===== src/rtl/pwm_pkg.sv =====
// Shared definitions for the PWM capture block: FSM encoding and default width.
package pwm_pkg;

   // Default width of the measured period/duty values, in clock cycles.
   localparam int unsigned pwmN = 8;

   // IDLE waits for the first rising edge; MEAS accumulates a window.
   typedef enum logic {
      IDLE = 1'b0,
      MEAS = 1'b1
   } state_t;

endpackage


===== src/rtl/pwm_capture_sync2.sv =====
// Two-flop synchronizer with asynchronous active-low clear.
module sync2 (
   input  logic clk,
   input  logic clr,
   input  logic d,
   output logic q
);

   logic meta;

   // Two-stage capture of the asynchronous input; both stages clear together.
   always_ff @(posedge clk or negedge clr) begin
      if (!clr) begin
         meta <= 1'b0;
         q    <= 1'b0;
      end else begin
         meta <= d;
         q    <= meta;
      end
   end

endmodule


===== src/rtl/pwm_capture.sv =====
// PWM capture: measures period and high time of pwm_in between successive
// rising edges, with saturation/timeout reporting for static inputs.
module pwm_capture
   import pwm_pkg::*;
#(
   parameter int unsigned N = pwmN
) (
   input  logic         clk,
   input  logic         clr,
   input  logic         pwm_in,
   output logic [N-1:0] period,
   output logic [N-1:0] duty,
   output logic         valid,
   output logic         ovf
);

   localparam logic [N-1:0] CNT_MAX = '1;
   localparam logic [N-1:0] CNT_ONE = N'(1);

   state_t       state, state_next;
   logic         s;
   logic         s_prev;
   logic         rise;
   logic [N-1:0] period_cnt, period_cnt_next;
   logic [N-1:0] high_cnt, high_cnt_next;
   logic [N-1:0] period_next, duty_next;
   logic         valid_next, ovf_next;

   sync2 u_sync (
      .clk (clk),
      .clr (clr),
      .d   (pwm_in),
      .q   (s)
   );

   // Previous synchronized sample for rising-edge detection.
   always_ff @(posedge clk or negedge clr) begin
      if (!clr) begin
         s_prev <= 1'b0;
      end else begin
         s_prev <= s;
      end
   end

   assign rise = s & ~s_prev;

   // State, counters and reported results.
   always_ff @(posedge clk or negedge clr) begin
      if (!clr) begin
         state      <= IDLE;
         period_cnt <= '0;
         high_cnt   <= '0;
         period     <= '0;
         duty       <= '0;
         valid      <= 1'b0;
         ovf        <= 1'b0;
      end else begin
         state      <= state_next;
         period_cnt <= period_cnt_next;
         high_cnt   <= high_cnt_next;
         period     <= period_next;
         duty       <= duty_next;
         valid      <= valid_next;
         ovf        <= ovf_next;
      end
   end

   // Next-state and result computation; an edge takes priority over timeout.
   always_comb begin
      state_next      = state;
      period_cnt_next = period_cnt;
      high_cnt_next   = high_cnt;
      period_next     = period;
      duty_next       = duty;
      ovf_next        = ovf;
      valid_next      = 1'b0;
      unique case (state)
         IDLE: begin
            if (rise) begin
               state_next      = MEAS;
               period_cnt_next = CNT_ONE;
               high_cnt_next   = CNT_ONE;
            end
         end
         MEAS: begin
            if (rise) begin
               period_next     = period_cnt;
               duty_next       = high_cnt;
               ovf_next        = 1'b0;
               valid_next      = 1'b1;
               period_cnt_next = CNT_ONE;
               high_cnt_next   = CNT_ONE;
            end else if (period_cnt == CNT_MAX) begin
               // Saturated window: report the level held at timeout, not high_cnt.
               period_next     = CNT_MAX;
               duty_next       = s ? CNT_MAX : '0;
               ovf_next        = 1'b1;
               valid_next      = 1'b1;
               period_cnt_next = '0;
               high_cnt_next   = '0;
               state_next      = IDLE;
            end else begin
               period_cnt_next = period_cnt + CNT_ONE;
               high_cnt_next   = high_cnt + N'(s);
            end
         end
         default: begin
            state_next = IDLE;
         end
      endcase
   end

endmodule

===== config.mk =====
export PLATFORM = sky130hd
export DESIGN_NAME = pwm_capture
export DESIGN_NICKNAME = d
export VERILOG_FILES = /design/src/rtl/pwm_pkg.sv /design/src/rtl/pwm_capture_sync2.sv /design/src/rtl/pwm_capture.sv
export SDC_FILE = /design/constraint.sdc
export NUM_CORES = 1
export LEC_CHECK = 0
export ABC_AREA = 1
export CORE_MARGIN = 2
export CORE_UTILIZATION = 55
export CTS_BUF_LIST = sky130_fd_sc_hd__clkbuf_8
export CTS_CLUSTER_DIAMETER = 100
export DETAILED_ROUTE_END_ITERATION = 6
export GPL_TIMING_DRIVEN = 0
export HOLD_SLACK_MARGIN = 0.1
export PLACE_DENSITY = 0.9
export SYNTH_ARGS = -nofsm -noshare
export SYNTH_HDL_FRONTEND = slang
export SYNTH_SLANG_ARGS = --single-unit

===== constraint.sdc =====
create_clock -name clk -period 2.7 [get_ports clk]
set_input_delay 0.27 -clock clk [delete_from_list [all_inputs] [get_ports clk]]
set_output_delay 0.27 -clock clk [all_outputs]
set_load 0.02 [all_outputs]

-- Word level (Yosys, flattened, before mapping)
Cells that the tools add are included.
- register bits: 38
- bits in latches: 0
- memory bits (writable): 0
- bits in read-only memories: 0
- input bits: 3
- output and inout port bits: 18
- logic and storage cells: 40
- memories: 0
- add/subtract/negate cells: 2
- multipliers: 0
- divide/modulo/power cells: 0
- magnitude comparators: 0
- equal/unequal tests: 2
- shift operators: 0
- mux-type cells: 21
- bitwise logic cells: 3
- reduce and logical (&&, ||, !) cells: 2
- operators with widths (operator ; number):
    8-bit two-way mux ; 10
    8-bit case mux with 2 select lines ; 2
    8-bit by 1-bit adder with 8-bit output ; 1
    8-bit by 1-bit adder with 8-bit output (second input constant) ; 1
    8-bit == test (second input constant) ; 1
    1-bit two-way mux ; 8
    2-bit inequality test (second input constant) ; 1
    1-bit NOT ; 2
    1-bit case mux with 2 select lines ; 1
    2-bit AND reduction ; 1
    2-bit nonzero test ; 1
    1-bit AND ; 1

-- Logic depth before layout (Yosys ltp)
Gate-level depths: netlist of the first run.
- depth in word-level cells: 4
- depth in mapped cells: 9

-- Hierarchy
Synthesis of the first run repeated with hierarchy kept, for this count alone.
- cell total of the unflattened synthesis: 191
- area total of the unflattened synthesis: 1774.2 um2
- modules (own cells, without submodules) (module ; times used ; cells each ; area an instance (um2) ; sequential area each (um2)):
    pwm_capture ; 1 ; 189 ; 1724.2 ; 900.9
    sync2 ; 1 ; 2 ; 50.0 ; 50.0

-- Least setup slack after synthesis of the first run
Ideal clock, no wire load.
- kind: register to register
- from: register period_cnt[0]
- to: register high_cnt[7]
- arrival time: 1.329 ns
- required time: 2.635 ns
- setup slack: 1.306 ns
- cell stages (with the launch flop): 9
- period minus slack after synthesis: 1.394 ns
- cells stage by stage: dfrtp_1 -> ha_1 -> nand2_2 -> nor2_4 -> nand2_4 -> nand2_1 -> nor2_1 -> nand3_1 -> nand2_1
- longest elaborated chain between the ends: 4
- ends and longest elaborated chain (element ; RTL line ; RTL):
    start, declared ; pwm_capture.sv:24 ; logic [N-1:0] period_cnt, period_cnt_next;
    start signal, assigned ; pwm_capture.sv:59 ; period_cnt <= period_cnt_next;
    8-bit == test ; pwm_capture.sv:93 ; end else if (period_cnt == CNT_MAX) begin
    8-bit two-way mux ; pwm_capture.sv:93 ;
    8-bit two-way mux ; pwm_capture.sv:86 ; if (rise) begin
    8-bit case mux with 2 select lines ; pwm_capture.sv:77 ; unique case (state)
    end signal, assigned ; pwm_capture.sv:60 ; high_cnt <= high_cnt_next;
    end, declared ; pwm_capture.sv:25 ; logic [N-1:0] high_cnt, high_cnt_next;
Every way passes these cells.
A chain may end at the register's enable or synchronous reset.

-- Worst setup path in the final report of the first run
- from: register period_cnt[0]
- to: register period_cnt[5]
- longest elaborated chain between the ends: 4
- ends and longest elaborated chain (element ; RTL line):
    8-bit by 1-bit adder with 8-bit output / 8-bit == test (equally long branches) ; pwm_capture.sv:103, pwm_capture.sv:93
    8-bit two-way mux * ; pwm_capture.sv:93
    8-bit two-way mux * ; pwm_capture.sv:86
    8-bit case mux with 2 select lines * ; pwm_capture.sv:77
Every way passes the cells marked *; elsewhere a longest branch is shown, timed or not.

==> flow_summary.toml, run 1 <==
[status]
status = "finished, final reports clean"

[finish]
multiInputGateArea_um2 = 749
drive_above_1_share_pct = 17.6
area_delta_synth_final_pct = 18.7
final_common_cell = "nand2_1"
antennaDiodeCount = 0
fillers = 252
seqCellArea_um2 = 951
nNetsFinal = 233
layout_common_cells = "50 x nand2_1, 38 x dfrtp_1, 19 x inv_1, 19 x clkdlybuf4s50_1, 16 x nor2_1"

[placement]
io_buffers = 20
place.gp.congestion = 0.858
hpwl_um = 2310

[synthesis]
yosys_warnings = 0
postSynthAreaPerCell_um2 = 9.10
syn_nets = 205
yosys.area.top_type = "dfrtp_1"
ys_ff_latch = 38
synth.area.top_cells = "dfrtp_1 52%, nand2_1 10%, o21ai_2 4.4%"
netlist.area_leader.share_pct = 52.5
synthCells = 199
netlist_area_um2 = 1810
ys_seq_area_share_pct = 52.5
synth_cell_type_count = 24

[worst_setup_path]
critPathRequiredTime_ps = 2930
crit_fanout = 6
startpoint_type = "register"
worstSetupPathType = "register to register"
cp.arrival_ps = 1910
cp-end-kind = "register"

[sta]
slew_violations = 0
fin_setup_tns_ps = 0
max-slew-margin-rel_pct = 45.8
worst_pin_slew_ps = 812
rsz0062_at_grt = "false"
fmax_ghz = 0.594
clock_skew_ps = 5.28
finalHoldViolations = 0
min_period_ps = 1680
fin_crit_sh_pct = 62.4
holdWs_ps = 367
setup_viol = 0

[floorplanning]
core_area_um2 = 3100
ioPinCount = 21
start_util_pct = 58.4
die_w_um = 61.4
die-area_um2 = 3770
num_rows = 20
die_h_um = 61.4

[clocking]
cts_tree = "done"
clkLatencyLatePin_ps = 290
cts_resized = 0
cts_buffers = 5
path_clk_slew_ps = 70
clock_sinks = 38
cts_root_buffer = "clkbuf_8"
htree_levels = 2
cts.path.max_buffers = 2

[route]
drcViolationCount = 0
vias_per_cell = 5.06
drt_iter0_drc = 116
ant_nets = 0
wl_per_cell_um = 12.2
drt_pass1_iterations = 4
vias = 1370
wl_um = 3300

[global_route]
antenna_found_initial = 0
grt_max_degree = 39
grt-ovfl-total = 0
grt_use_total_pct = 21.3
grt_pass1_vias = 1268
grt_pass1_wl_um = 5670

[power_and_ir_drop]
p_per_area_nw_per_um2 = 699
power_leakage_nw = 1.04
ir_drop_uv = 365

[run]
drv_cap = 0

[hold_path]
hold_path_class = "register to register"
[timing repair]
action / in CTS / in global routing
hold buffers: 1 / 0
buffers inserted: 0 / 0
hold endpoints to repair: 38 / 0
[worst max-delay path: stages, from the launching register on]
cell and delay (ps):
dfrtp_1 450, ha_1 260, nand2_2 120, nor2_4 60, nand2_4 90, nand2_1 90
nor2_1 340, nand3_1 120, nand2_1 90
[cells in the mapped netlist, drive strengths merged]
master	number
nand2	56
dfrtp	38
o21ai	24
inv	21
nor2	19
nand3	13
a21oi	10
buf	4
ha	3
xor2	3
nand4	2
xnor2	2
nand3b	1
nor3	1
o211ai	1
o21bai	1
[where the power goes]
part / internal, mW / switching, mW
registers: 0.663 / 0.0944
clock network: 0.173 / 0.191
logic: 0.178 / 0.204
[sequential cells by signal, summed over array words and instances (netlist names)]
signal and cells:
u_sync.meta 1, period 8, duty 8, ovf 1
high_cnt 8, valid 1, s_prev 1, state 1
period_cnt 8, u_sync.q 1
[routing by layer]
layer,up-vias,routed length (um),global-route usage [%]
li1,691,-,-
met1,650,1540,26.3
met2,22,1540,33.9
met3,7,161,7.56
met4,0,53,9.42
met5,-,0,0
[final timing paths]
path                          startpoint             to  slack, ps  depth (start not counted)
hold / removal               u_sync.meta       u_sync.q        370                          0
setup / recovery           period_cnt[0]  period_cnt[5]       1020                          8
min in group asynchronous            clr      period[5]        620                          2
max in group asynchronous            clr      period[0]       1560                          2
setup reg to reg           period_cnt[0]  period_cnt[5]       1020                          8
hold reg to reg              u_sync.meta       u_sync.q        370                          0
[logic make-up (layout without fill, tap and decap cells)]
| family | Yosys count | after routing | share of synthesized area (%) |
|---|---|---|---|
| XOR/XNOR | 5 | 5 | 2.42 |
| adder cells (fa/ha/maj) | 3 | 3 | 2.07 |
| AND/OR/NAND/NOR | 92 | 92 | 23.1 |
| flip-flops | 38 | 38 | 52.5 |
| AO/OA/AOI/OAI | 36 | 36 | 13.7 |
| buffers and inverters | 25 | 53 | 6.15 |
[area by class of cell]
| class | count | share of cell area [%] |
|---|---|---|
| Sequential cell | 38 | 44.2 |
| Multi-Input combinational cell | 136 | 34.8 |
| Timing Repair Buffer | 21 | 9.54 |
| Inverter | 21 | 3.66 |
| Clock buffer | 5 | 3.20 |
| Tap cell | 44 | 2.56 |
| Buffer | 4 | 1.51 |
| Clock inverter | 2 | 0.465 |
[stage by stage]
| step | setup slack, ps | power [mW] | utilization [%] | instances | instance area, um2 |
|---|---|---|---|---|---|
| 3_5_place_dp | 1040 | 1.15 | 66.5 | 263 | 2060 |
| 2_1_floorplan | 1310 | 0.996 | - | 199 | 1810 |
| 6_report | 1020 | 1.50 | 69.3 | 271 | 2150 |
| 4_1_cts | 1020 | 1.52 | 69.3 | 271 | 2150 |
| 3_3_place_gp | 518 | 1.13 | 66.6 | 263 | 2070 |
| 5_1_grt | 839 | 1.61 | 69.3 | 271 | 2150 |
Note: power is estimated with default switching activity, not from simulation.
==> inputs of run 2 (changes only) <==
Clock period 2.7 ns to 1.7 ns, I/O delays scaled along.
==> run 2 against run 1 <==
  * Die area did not move
  * Cell area rose by 0.41%
  * Wire length rose by 0.67%
  * Critical path depth rose by 1
  * First-iteration DRC count rose by 2.6%
  * Sequential share of layout area fell by 0.12 points
  * Largest power group unchanged
==> flow_summary.toml, run 2 (synthesis results as in run 1) <==
[power_and_ir_drop]
swShare_pct = 32.5
internal_power_mw = 1.61
seqPwrFrac_pct = 50.4
p_sw_mw = 0.778
clkPwrFrac_pct = 24.2
p_per_area_nw_per_um2 = 1110
ir_drop_uv = 582
power_leakage_nw = 1.04
pwr-share-comb_pct = 25.4

[floorplanning]
ioPinCount = 21
start_util_pct = 58.4
die-area_um2 = 3770
die_w_um = 61.4
core_area_um2 = 3100
num_rows = 20
die_h_um = 61.4

[placement]
io_buffers = 20
place_area_um2 = 2060
place.gp.congestion = 0.858
hpwl_um = 2310

[finish]
fin_area_um2 = 2160
drive_above_1_share_pct = 18.5
seqCellArea_um2 = 952
final_common_cell = "nand2_1"
area_delta_synth_final_pct = 19.2
layout_common_cells = "50 x nand2_1, 37 x dfrtp_1, 19 x inv_1, 19 x clkdlybuf4s50_1"
fillers = 248
multiInputGateArea_um2 = 757
antennaDiodeCount = 0
nNetsFinal = 233

[route]
drcViolationCount = 0
vias = 1385
drt_iter0_drc = 119
ant_nets = 0
vias_per_cell = 5.11
wl_per_cell_um = 12.2
drt_pass1_iterations = 4
wl_um = 3320

[worst_setup_path]
critPathRequiredTime_ps = 1880
cp-end-kind = "register"
crit_fanout = 10
startpoint_type = "register"
r2r_cells = 9
endpoint = "duty[3]"
crit_start = "period_cnt[0]"
r2r-end = "duty[3]"
cp.arrival_ps = 1760
reg2reg_from = "period_cnt[0]"
worstSetupPathType = "register to register"
reg2reg_slack_ps = 130

[clocking]
clock_sinks = 38
cts_tree = "done"
cts_root_buffer = "clkbuf_8"
htree_levels = 2
cts.path.max_buffers = 2
clkLatencyLatePin_ps = 290
cts_buffers = 5
path_clk_slew_ps = 70

[sta]
fmax_ghz = 0.636
fin_crit_sh_pct = 92.5
setup_viol = 0
worst_pin_slew_ps = 828
rsz0062_at_grt = "false"
finalHoldViolations = 0
max-slew-margin-rel_pct = 44.8
slew_violations = 0
clock_skew_ps = 3.62
fin_setup_tns_ps = 0
min_period_ps = 1570
holdWs_ps = 330

[global_route]
grt_use_total_pct = 21.3
grt-ovfl-total = 0
antenna_found_initial = 0
grt_max_degree = 39
grt_pass1_wl_um = 5670
grt_pass1_vias = 1268

[hold_path]
hold_path_class = "input pin to register"

[status]
status = "finished, final reports clean"

[run]
drv_cap = 0
-- run 2: changes by cell type in the layout (fill, tap and decap cells not counted) --
| cell | previous run | this run |
|---|---|---|
| nor2_1 | 16 | 15 |
| dfrtp_2 | 0 | 1 |
| nor2_4 | 2 | 3 |
| dfrtp_1 | 38 | 37 |
-- run 2: final cells by class --
type                       count  area share, %
clock buffer                   5           3.19
multi-input combinational    136           35.1
timing repair buffer          21           9.50
buffer                         4           1.51
inverter                      21           3.65
clock inverter                 2          0.463
tap                           44           2.55
sequential                    38           44.1
-- run 2: worst min-delay path by stage --
| stage | slack, ps | start | cells past startpoint | endpoint |
|---|---|---|---|---|
| 2_1_floorplan | -130 | clr | 0 | duty[0] |
| 3_3_place_gp | 340 | u_sync.meta | 0 | u_sync.q |
| 3_5_place_dp | 310 | clr | 1 | period[6] |
| 4_1_cts | 330 | pwm_in | 1 | u_sync.meta |
| 5_1_grt | 320 | pwm_in | 1 | u_sync.meta |
| 6_report | 330 | pwm_in | 1 | u_sync.meta |
-- run 2: worst max-delay path: stages (launching register included) --
cell	delay (ps)
dfrtp_1	450
ha_1	230
nand2_2	100
nor2_4	150
nand2_4	90
nand2_4	80
nand2_4	90
buf_6	170
nand2_2	60
o21ai_2	40
-- run 2: metal layers --
metal / up-vias / global-route usage, % / share of wire (%) / wire, um
met3: 5 / 7.56 / 6.0 / 199
met5: - / 0 / 0 / 0
met4: 0 / 9.42 / 1.4 / 47
met2: 30 / 33.9 / 47 / 1560
li1: 690 / - / - / -
met1: 660 / 26.3 / 46 / 1510
-- run 2: per-stage QoR --
step	worst slack, ps	cells	utilization (%)	power (mW)
final	127	271	69.6	2.39
after global routing	41.5	271	69.6	2.55
after CTS	23.4	271	69.3	2.41
after detailed placement	42.7	263	66.5	1.83
after global placement	-382	263	66.6	1.80
after floorplan	306	199	-	1.58
-- run 2: repair_timing --
item / 4_1_cts / 5_1_grt
hold endpoints to repair: 38 / 0
hold buffers: 1 / 0
endpoints found under the setup margin: 0 / 6
setup buffers: 0 / 0
resized for setup: 0 / 3
-- run 2: power groups by stage --
stage / Clock [mW] / Sequential [mW] / Combinational [mW]
floorplan: 0 / 1.28 / 0.305
global placement: 0 / 1.21 / 0.593
detailed placement: 0 / 1.22 / 0.609
CTS: 0.596 / 1.20 / 0.613
global route: 0.643 / 1.23 / 0.681
finish: 0.578 / 1.20 / 0.607
